**src/rtl/id_issue_stage.sv**
```systemverilog
// id_issue_stage
//   Decode/issue stage in front of the 16x16 register file. Holds one
//   instruction from fetch, drives the file's Rs/Rt read addresses from it,
//   checks a per-register busy scoreboard for RAW/WAW hazards, and issues
//   op/rd plus the latched operands to EX over a valid/ready handshake.
//   A held HLT_OP is consumed without issuing. The stage then waits until all
//   outstanding writes have retired and EX is empty, and after that raises a
//   sticky hlt.
// Ports:
//   clk, rst_n           clock, async active-low reset
//   in_valid/in_instr    fetch side ([15:12] op, [11:8] rd, [7:4] rs, [3:0] rt)
//   in_ready             stage accepts in_instr this cycle
//   flush                drop the held instruction
//   rf_rs/rf_rt          register file read addresses
//   rf_out_rs/rf_out_rt  register file read data
//   wb_we/wb_rd          writeback strobe and destination (clears busy)
//   ex_valid/ex_ready    issue handshake to EX
//   ex_op/ex_rd/ex_a/ex_b issued opcode, destination and operands
//   hlt                  halt to register file (sticky)
//   sb_err               sticky: writeback to a register that was not busy
module id_issue_stage #(
    parameter int         NREGS  = 16,
    parameter logic [3:0] HLT_OP = 4'hF
) (
    input  logic        clk,
    input  logic        rst_n,
    input  logic        in_valid,
    input  logic [15:0] in_instr,
    output logic        in_ready,
    input  logic        flush,
    output logic [3:0]  rf_rs,
    output logic [3:0]  rf_rt,
    input  logic [15:0] rf_out_rs,
    input  logic [15:0] rf_out_rt,
    input  logic        wb_we,
    input  logic [3:0]  wb_rd,
    output logic        ex_valid,
    input  logic        ex_ready,
    output logic [3:0]  ex_op,
    output logic [3:0]  ex_rd,
    output logic [15:0] ex_a,
    output logic [15:0] ex_b,
    output logic        hlt,
    output logic        sb_err
);

    typedef enum logic [1:0] {RUN, DRAIN, HALTED} state_t;

    typedef struct packed {
        logic [3:0]  op;
        logic [3:0]  rd;
        logic [15:0] a;
        logic [15:0] b;
    } exPkt_t;

    state_t            state;
    logic              heldValid;
    logic [15:0]       heldInstr;
    logic [NREGS-1:0]  busy, busyNext;
    exPkt_t            exQ;
    logic              exValid, exValidNext;
    logic              hltQ, sbErrQ;

    logic [3:0] hOp, hRd, hRs, hRt;
    logic       isHlt, writes, reads, srcBusy, dstBusy, hazard, exFree;
    logic       issue, hltTake;

    assign hOp = heldInstr[15:12];
    assign hRd = heldInstr[11:8];
    assign hRs = heldInstr[7:4];
    assign hRt = heldInstr[3:0];

    assign isHlt  = (hOp == HLT_OP);
    assign writes = (hOp <= 4'h8) && !isHlt;
    assign reads  = !isHlt;

    // No bypass: a register being written back this cycle is still busy.
    assign srcBusy = reads && (busy[hRs] || busy[hRt]);
    assign dstBusy = writes && busy[hRd];
    assign hazard  = srcBusy || dstBusy;
    assign exFree  = !exValid || ex_ready;

    assign issue   = (state == RUN) && heldValid && !hazard && exFree && !isHlt && !flush;
    // HLT waits for EX to drain its current slot, the same as a normal issue would.
    assign hltTake = (state == RUN) && heldValid && isHlt && exFree && !flush;

    assign in_ready = (state == RUN) && !flush && (!heldValid || issue);

    assign rf_rs = heldValid ? hRs : 4'h0;
    assign rf_rt = heldValid ? hRt : 4'h0;

    // Set is applied after clear, so set wins if both hit the same register.
    always_comb begin
        busyNext = busy;
        if (wb_we) busyNext[wb_rd] = 1'b0;
        if (issue && writes) busyNext[hRd] = 1'b1;
    end

    assign exValidNext = issue || (exValid && !ex_ready);

    always_ff @(posedge clk or negedge rst_n) begin
        if (!rst_n) begin
            state     <= RUN;
            heldValid <= 1'b0;
            heldInstr <= '0;
            busy      <= '0;
            exValid   <= 1'b0;
            exQ       <= '0;
            hltQ      <= 1'b0;
            sbErrQ    <= 1'b0;
        end else begin
            busy    <= busyNext;
            exValid <= exValidNext;

            if (flush)
                heldValid <= 1'b0;
            else if (in_valid && in_ready) begin
                heldValid <= 1'b1;
                heldInstr <= in_instr;
            end else if (issue || hltTake)
                heldValid <= 1'b0;

            if (issue)
                exQ <= '{op: hOp, rd: hRd, a: rf_out_rs, b: rf_out_rt};

            if (wb_we && !busy[wb_rd])
                sbErrQ <= 1'b1;

            case (state)
                RUN:    if (hltTake) state <= DRAIN;
                DRAIN:  if (busyNext == '0 && !exValidNext) begin
                            state <= HALTED;
                            hltQ  <= 1'b1;
                        end
                HALTED: state <= HALTED;
                default: state <= RUN;
            endcase
        end
    end

    assign ex_valid = exValid;
    assign ex_op    = exQ.op;
    assign ex_rd    = exQ.rd;
    assign ex_a     = exQ.a;
    assign ex_b     = exQ.b;
    assign hlt      = hltQ;
    assign sb_err   = sbErrQ;

endmodule

```
**config.mk**
```make
export PLATFORM = sky130hd
export DESIGN_NAME = id_issue_stage
export DESIGN_NICKNAME = d
export VERILOG_FILES = /design/src/rtl/id_issue_stage.sv
export SDC_FILE = /design/constraint.sdc
export NUM_CORES = 1
export LEC_CHECK = 0
export CAP_MARGIN = 30
export CORE_UTILIZATION = 30
export CTS_BUF_LIST = sky130_fd_sc_hd__clkbuf_16
export DETAILED_ROUTE_END_ITERATION = 7
export REMOVE_ABC_BUFFERS = 1
export SYNTH_ARGS = -nofsm -noshare
export SYNTH_HDL_FRONTEND = slang
export SYNTH_SLANG_ARGS = --single-unit
```
**constraint.sdc**
```tcl
create_clock -name clk -period 2.7 [get_ports clk]
set_input_delay 0.27 -clock clk [delete_from_list [all_inputs] [get_ports clk]]
set_output_delay 0.27 -clock clk [all_outputs]
set_load 0.005 [all_outputs]
```
# Word level (Yosys, flattened, before mapping)
# Cells that the tools add are included.
# word_totals
reg_bits	78
latchBits	0
mem_bits_rw	0
romBits	0
input_bits	58
output_inout_bits	52
n_memories	0
# op_classes
n_addsub	0
mul	0
div	0
order_cmp	7
n_eq_ne	5
n_shift	0
n_mux	22
bitwise	4
reduce_logical	40
# ops
op	count
2-to-1 mux 16 bit	2
logical AND 1 bit	20
less-than comparator 4 x 5 -> 1 bit, second input constant	4
bitwise AND 16 bit	1
binary-select mux 1 bit (select 4 bit)	4
logical NOT 16 bit	1
inverter 16 bit	1
bitwise OR 16 bit	1
2-to-1 mux 1 bit	9
demux 1 bit (select 4 bit)	2
>= comparator 4 x 1 -> 1 bit, second input constant	2
logical NOT 1 bit	8
2-to-1 mux 4 bit	2
logical OR 1 bit	6
case mux 2 bit (3 select lines)	1
AND reduction 2 bit	3
equality test 4 bit, second input constant	1
<= comparator 4 bit, second input constant	1
2-to-1 mux 2 bit	2
!= test 2 bit, second input constant	2
nonzero test 3 bit	1
equality test 2 x 1 -> 1 bit, second input constant	1
equality test 2 bit, second input constant	1
logical NOT 2 bit	1
inverter 1 bit	1

# Depth between registers and ports, before layout
# Gate-level depths: netlist of run 1.
# logic_depth
ltp_word	16
depth_mapped	10
depth_no_buf	8

# Worst setup path after synthesis of run 1
# No wires, ideal clock.
# synth_path
path_type	register -> register
from	register heldInstr[1]
to	register heldInstr[14]
setup_ps	127
t_arrival_ps	2449
t_required_ps	2573
path_slack_ps	124
path_stages_with_launch	9
n_path_buf	2
synth_period_minus_slack_ps	2576
cell_sequence	dfrtp_1 > buf_6 > mux4_2 > a22oi_1 > nand4_2 > a211o_1 > a21oi_4 > buf_8 > mux2_1
# synth_between
elab_chain_len	14
# synth_rtl
element	line_no	text
from (decl)	58	logic [15:0] heldInstr;
from (signal assigned)	119	heldInstr <= in_instr;
binary-select mux 1 bit (select 4 bit)	78	assign srcBusy = reads && (busy[hRs] || busy[hRt]);
2-to-1 mux 1 bit (implied by the code)	78	
logical OR 1 bit	78	
logical AND 1 bit	78	
logical OR 1 bit	80	assign hazard = srcBusy || dstBusy;
logical NOT 1 bit	83	assign issue = (state == RUN) && heldValid && !hazard && exFree && !isHlt && !flush;
logical AND 1 bit (4 in a row)	83	
logical OR 1 bit	87	assign in_ready = (state == RUN) && !flush && (!heldValid || issue);
logical AND 1 bit	87	
logical AND 1 bit	117	else if (in_valid && in_ready) begin
AND reduction 2 bit (no line)	--	
# Every way passes these cells. The select of a mux whose other input is x is not followed.
# A chain may end at the register's enable or synchronous reset.

# Worst setup path after layout of run 1
# layout_path
from	register heldInstr[1]
to	register heldInstr[15]
# The elaborated chain is that of the path after synthesis.

==> qor.csv, run 1 <==
metric;value;unit
r2r-end;heldInstr[15];
drc;0;
cp-start-kind;register;
synth_top_cell_by_area;dfrtp_1;
synth.top_cell.area_share;48.7;%
hp-class;in2async;
port_buffers;109;
diodes;0;
path_max_fanout;9;
wl_per_cell;17.4;microns
synth_flop_cell;dfrtp_1;
critical-path-max-stage-delay;530;ps
synth_cells;300;
r2r_start;heldInstr[1];
hpwl;8090;microns
crit_type;reg2reg;
slew_viol_final;0;
hold_viol_final;0;
antenna_found_initial;0;
start_util;31.2;%
crit_path_start;heldInstr[1];
cap_violations;0;
avgSynthCellArea;13.4;sq um
syn_to_final_growth;46.6;%
num_rows;41;
place_inst;605;
worstPathRequired;2920;ps
synth.yosys.seq_area_share;48.7;%
fin_cells;623;
clock_latency;340;ps
powerDensity;983;mW/mm^2
cts.clk_slew.worst_paths;60;ps
status;completed;
synth_area;0.00401;sq mm
synth_edf_count;0;
viasPerCell;5.01;
yosysWarnings;0;
cts_tree;yes;
ant_nets;0;
die_h;118;microns
maxSlewHeadroom;64.8;%
clkSinkCount;78;
core;0.0128;sq mm
finalCriticalPeriod;2570;ps
drt-total-wl;10800;microns
fmax;389;MHz
fin_nets;507;
worst_pin_slew;523;ps
firstDrtPassIters;4;
die_w;118;microns
cp_slowest_cell;mux4_2;
endpoint;heldInstr[15];
grt_pass1_vias;3253;
max-vdd-ir-drop;0.000497;V
grt_overflow;0;
cts_buffers;9;
fillers;1155;
drt_iter0_drc;163;
leakage;2.46;nW
netlist_top_cells_area;dfrtp_1, mux2_2, mux4_2;
grt_start_max_net_pins;58;
vias;3120;
grt_pass1_wl;17400;microns
postPlaceCellArea;0.00554;sq mm
setup_viol;0;
ctsHtreeMaxLevel;3;
final_layout_size_suffix_gt1_share;33.0;%
synth_cell_type_count;51;
cts_root_buf;clkbuf_16;
crit_arrival;2790;ps
period_share;95.1;%
die_area;0.0138;sq mm
reg2reg_depth;8;
ys_ff_latch;78;
grt_usage;16.2;%
fin_skew;4.92;ps
multi_input_area;0.00193;sq mm
crit_chain;mux4_2 > a22oi_2 > nand4_2 > a211o_4 > buf_6 > a21oi_4 > buf_12 > mux2_2;
gp_congestion;0.854;
reg2reg_slack;130;ps
final_cell_area;0.00587;sq mm
seq_area;0.00195;sq mm
clock_path_buffers;2;
rsz0062_at_grt;no;
critPathCaptureType;register;
boundaryPins;110;
async_flop_share;100;%
## registers in the layout, indices dropped and copies added, names as in the netlist
| signal | count |
|---|---|
| busy | 16 |
| ex_a | 16 |
| ex_b | 16 |
| heldInstr | 16 |
| ex_op | 4 |
| ex_rd | 4 |
| state | 2 |
| ex_valid | 1 |
| heldValid | 1 |
| hlt | 1 |
| sb_err | 1 |
## cell families (layout without fill, tap and decap cells)
kind of cell | after synthesis | in the layout | share of synthesized area, %
flip-flops | 78 | 78 | 48.7
multiplexers | 77 | 77 | 26.6
AND/OR/NAND/NOR | 64 | 64 | 9.43
AO/OA/AOI/OAI | 54 | 54 | 10.7
buffers and inverters | 24 | 175 | 3.59
adder cells (fa/ha/maj) | 3 | 3 | 0.937
## through the flow
stage / total power, mW / util, % / worst slack [ps] / hold slack (ps) / TNS (ps)
5_1_grt: 6.10 / 45.8 / 6.94 / 407 / 0
3_3_place_gp: 4.48 / 43.0 / -73.0 / 470 / -187
6_report: 5.77 / 45.8 / 131 / 368 / 0
3_5_place_dp: 4.53 / 43.2 / -116 / 200 / -876
2_1_floorplan: 3.17 / - / -692 / -25.6 / -25020
4_1_cts: 5.81 / 45.7 / 16.4 / 377 / 0
## cell usage after synthesis (3+ instances only)
cell and number:
dfrtp_1 78, mux2_1 4, nor2b_1 6, mux2_2 49, nand2b_1 6, nor2_1 6
o21ai_0 16, o31ai_1 3, mux4_2 15, o41ai_2 4, a21oi_1 3, o41ai_1 8
buf_6 5, nand3_1 4, and2_1 10, nand3b_1 4, o21ai_1 4, mux2_4 8
clkbuf_1 7, ha_1 3, inv_1 9, or2_2 3, nor3_1 3, nand2_1 9
## per-layer routing
metal / track usage, % / vias to the layer above / share of wire [%]
li1: - / 1426 / -
met1: 20.4 / 1531 / 43
met2: 24.0 / 142 / 44
met3: 5.81 / 21 / 9.4
met4: 9.05 / 0 / 2.8
met5: 0 / - / 0
## critical path: cells and delay by family (launching register included)
kind,cells,cell delay (ps)
mux,2,870
flops,1,440
buf+inv,2,310
simple gates,1,130
compound gates,3,700
## where the power goes
part / switching [mW] / internal (mW)
clock network: 0.514 / 0.718
logic: 0.907 / 1.54
registers: 0.438 / 1.65
## final cells by class
cell class              count  share of cell area (%)
clock buffers               9                    3.84
well taps                 172                    3.67
inverters                   9                   0.575
multi-input cells         198                    32.8
flip-flops and latches     78                    33.3
repair buffers            150                    24.6
clock inverters             7                    1.24
## cell usage in the layout (no fill, tap or decap), drive strengths merged, types with 4 or more instances in the layout
| master | instances |
|---|---|
| clkdlybuf4s50 | 107 |
| dfrtp | 78 |
| mux2 | 61 |
| buf | 41 |
| o21ai | 20 |
| mux4 | 15 |
| o41ai | 12 |
| and2 | 10 |
| inv | 10 |
| clkbuf | 10 |
| nand2 | 9 |
| nor2 | 6 |
| nor2b | 6 |
| nand2b | 6 |
| nand3b | 4 |
| nand3 | 4 |
| a21oi | 4 |
| clkinv | 4 |
## what timing repair did
item                                   CTS  global route
hold buffers                             1             0
setup buffers                            1             0
gates resized for setup                  6             4
endpoints found under the hold margin   21             0
pin swaps                                0             3
setup endpoints to repair               21            16
## how the worst min path moves through the flow
stage | from | end | slack (ps)
finish | rst_n | ex_a[2] | 370
detailed placement | rst_n | ex_b[10] | 200
global placement | hlt | hlt | 470
global route | rst_n | ex_b[6] | 410
floorplan | rst_n | busy[0] | -30
CTS | rst_n | ex_b[10] | 380
No activity file was read; power rests on OpenSTA's default activity.
==> run 2, diff against run 1 <==
- CORE_MARGIN: unset -> 5
- REMOVE_ABC_BUFFERS: 1 -> unset
==> qor.csv, run 2 (synthesis gave the netlist of run 1 again) <==
metric;value;unit;change
status;completed;;
antenna_found_initial;0;;unchanged
die_area;0.0158;sq mm;+14%
setup_viol;0;;unchanged
reg2reg_slack;110;ps;-20 ps
switching_power;1.85;mW;-0.35%
combPwrFrac;42.7;%;+0.3 points
ant_nets;0;;unchanged
hold_viol_final;0;;unchanged
maxSlewHeadroom;68.8;%;+4.0 points
clock_path_buffers;2;;unchanged
leakage;2.50;nW;+1.6%
powerDensity;977;mW/mm^2;-0.61%
seq_area;0.00195;sq mm;unchanged
die_h;126;microns;+6.8%
fin_nets;515;;+1.6%
tns;0;ps;unchanged
p_int;3.93;mW;+0.51%
wl_per_cell;18.0;microns;+3.4%
clock_latency;340;ps;about the same
grt_pass1_vias;3497;;+7.5%
p_clk_share;21.4;%;about the same
path_max_fanout;9;;unchanged
grt_overflow;0;;unchanged
ctsHtreeMaxLevel;3;;unchanged
drc;0;;unchanged
slew_viol_final;0;;unchanged
cap_violations;0;;unchanged
pre_cts_ws;-125;ps;-9.06 ps
critPathCaptureType;register;;
syn_to_final_growth;47.8;%;
viasPerCell;4.96;;-0.98%
drt_iter0_drc;140;;-14%
gp_congestion;0.914;;+7.0%
cts_tree;yes;;
swShare;32.0;%;-0.19 points
drt-total-wl;11400;microns;+5.4%
power;5.78;mW;+0.24%
worst_pin_slew;468;ps;-54.9 ps
max-vdd-ir-drop;0.000644;V;+29%
fin_cells;635;;+1.9%
port_buffers;109;;unchanged
crit_type;reg2reg;;
post-cts-setup-buffers;0;;-1
fmax;387;MHz;-0.64%
pwr-share-seq;35.9;%;-0.3 points
grt_start_max_net_pins;46;;-21%
cts_buffers;9;;unchanged
place_inst;618;;+2.1%
final_util;44.9;%;-0.89 points
vias;3149;;+0.93%
cts.clk_slew.worst_paths;60;ps;about the same
cp-start-kind;register;;
worstPathRequired;2920;ps;about the same
final_cell_mix;clkdlybuf4s50_1, dfrtp_1, mux2_2;;
synthesis.nets;361;;
boundaryPins;110;;unchanged
clkSinkCount;78;;unchanged
final_common_cell;clkdlybuf4s50_1;;
final_layout_size_suffix_gt1_share;34.4;%;+1.4 points
cts_root_buf;clkbuf_16;;
finalCriticalPeriod;2590;ps;+16.5 ps
grt_pass1_wl;18800;microns;+7.9%
firstDrtPassIters;4;;unchanged
core;0.0132;sq mm;+2.8%
crit_arrival;2810;ps;+20 ps
setup_ws;114;ps;-16.5 ps
num_rows;42;;+2.4%
diodes;0;;unchanged
fillers;1225;;+6.1%
fin_skew;8.83;ps;+3.91 ps
multi_input_area;0.00192;sq mm;-0.32%
start_util;30.4;%;-0.87 points
hp-class;in2async;;
period_share;95.8;%;+0.61 points
hpwl;8800;microns;+8.8%
die_w;126;microns;+6.8%
grt_usage;15.0;%;-1.2 points
-- run 2: per-layer routing --
| layer | vias to the layer above | global-route usage (%) | routed length, microns |
|---|---|---|---|
| met2 | 133 | 23.3 | 5340 |
| met5 | - | 0 | 0 |
| met3 | 11 | 7.80 | 1200 |
| met4 | 0 | 3.25 | 175 |
| met1 | 1561 | 18.6 | 4690 |
| li1 | 1444 | - | - |
-- run 2: metrics by stage --
stage | cell area [sq um] | hold slack, ps
2_1_floorplan | 4010 | -25.6
3_3_place_gp | 5600 | 256
3_5_place_dp | 5600 | 254
4_1_cts | 5920 | 460
5_1_grt | 5920 | 483
6_report | 5920 | 431
-- run 2: worst max-delay path, cell delays in order, from the launching register on --
cell and delay [ps]:
dfrtp_2 440, mux4_2 540, a22oi_2 190, nand4_2 140, a211o_2 320, buf_4 160, a21oi_4 190, buf_12 160
mux2_1 330
-- run 2: power groups by stage --
stage,Sequential (mW),Clock (mW),Combinational (mW)
floorplan,1.99,0,1.25
global placement,2.07,0,2.45
detailed placement,2.11,0,2.48
CTS,2.09,1.27,2.50
global route,2.17,1.32,2.68
finish,2.08,1.24,2.47
-- run 2: final timing paths --
kind | startpoint | end | depth (start not counted)
max | heldInstr[1] | heldInstr[14] | 8
min | rst_n | sb_err | 2
max reg2reg | heldInstr[1] | heldInstr[14] | 8
min reg2reg | sb_err | sb_err | 1
max in group asynchronous | rst_n | ex_a[2] | 3
min in group clk | sb_err | sb_err | 1
-- run 2: final cells by class --
| type | count | share of cell area, % |
|---|---|---|
| multi-input combinational | 198 | 32.4 |
| sequential | 78 | 33.0 |
| tap | 176 | 3.72 |
| clock buffer | 9 | 3.80 |
| timing repair buffer | 158 | 25.2 |
| inverter | 9 | 0.571 |
| clock inverter | 7 | 1.27 |
-- run 2: timing repair --
item / 4_1_cts / 5_1_grt
pin swaps: 1 / 2
hold buffers: 1 / 0
resized for setup: 4 / 5
setup endpoints to repair: 21 / 5
hold endpoints to repair: 33 / 0
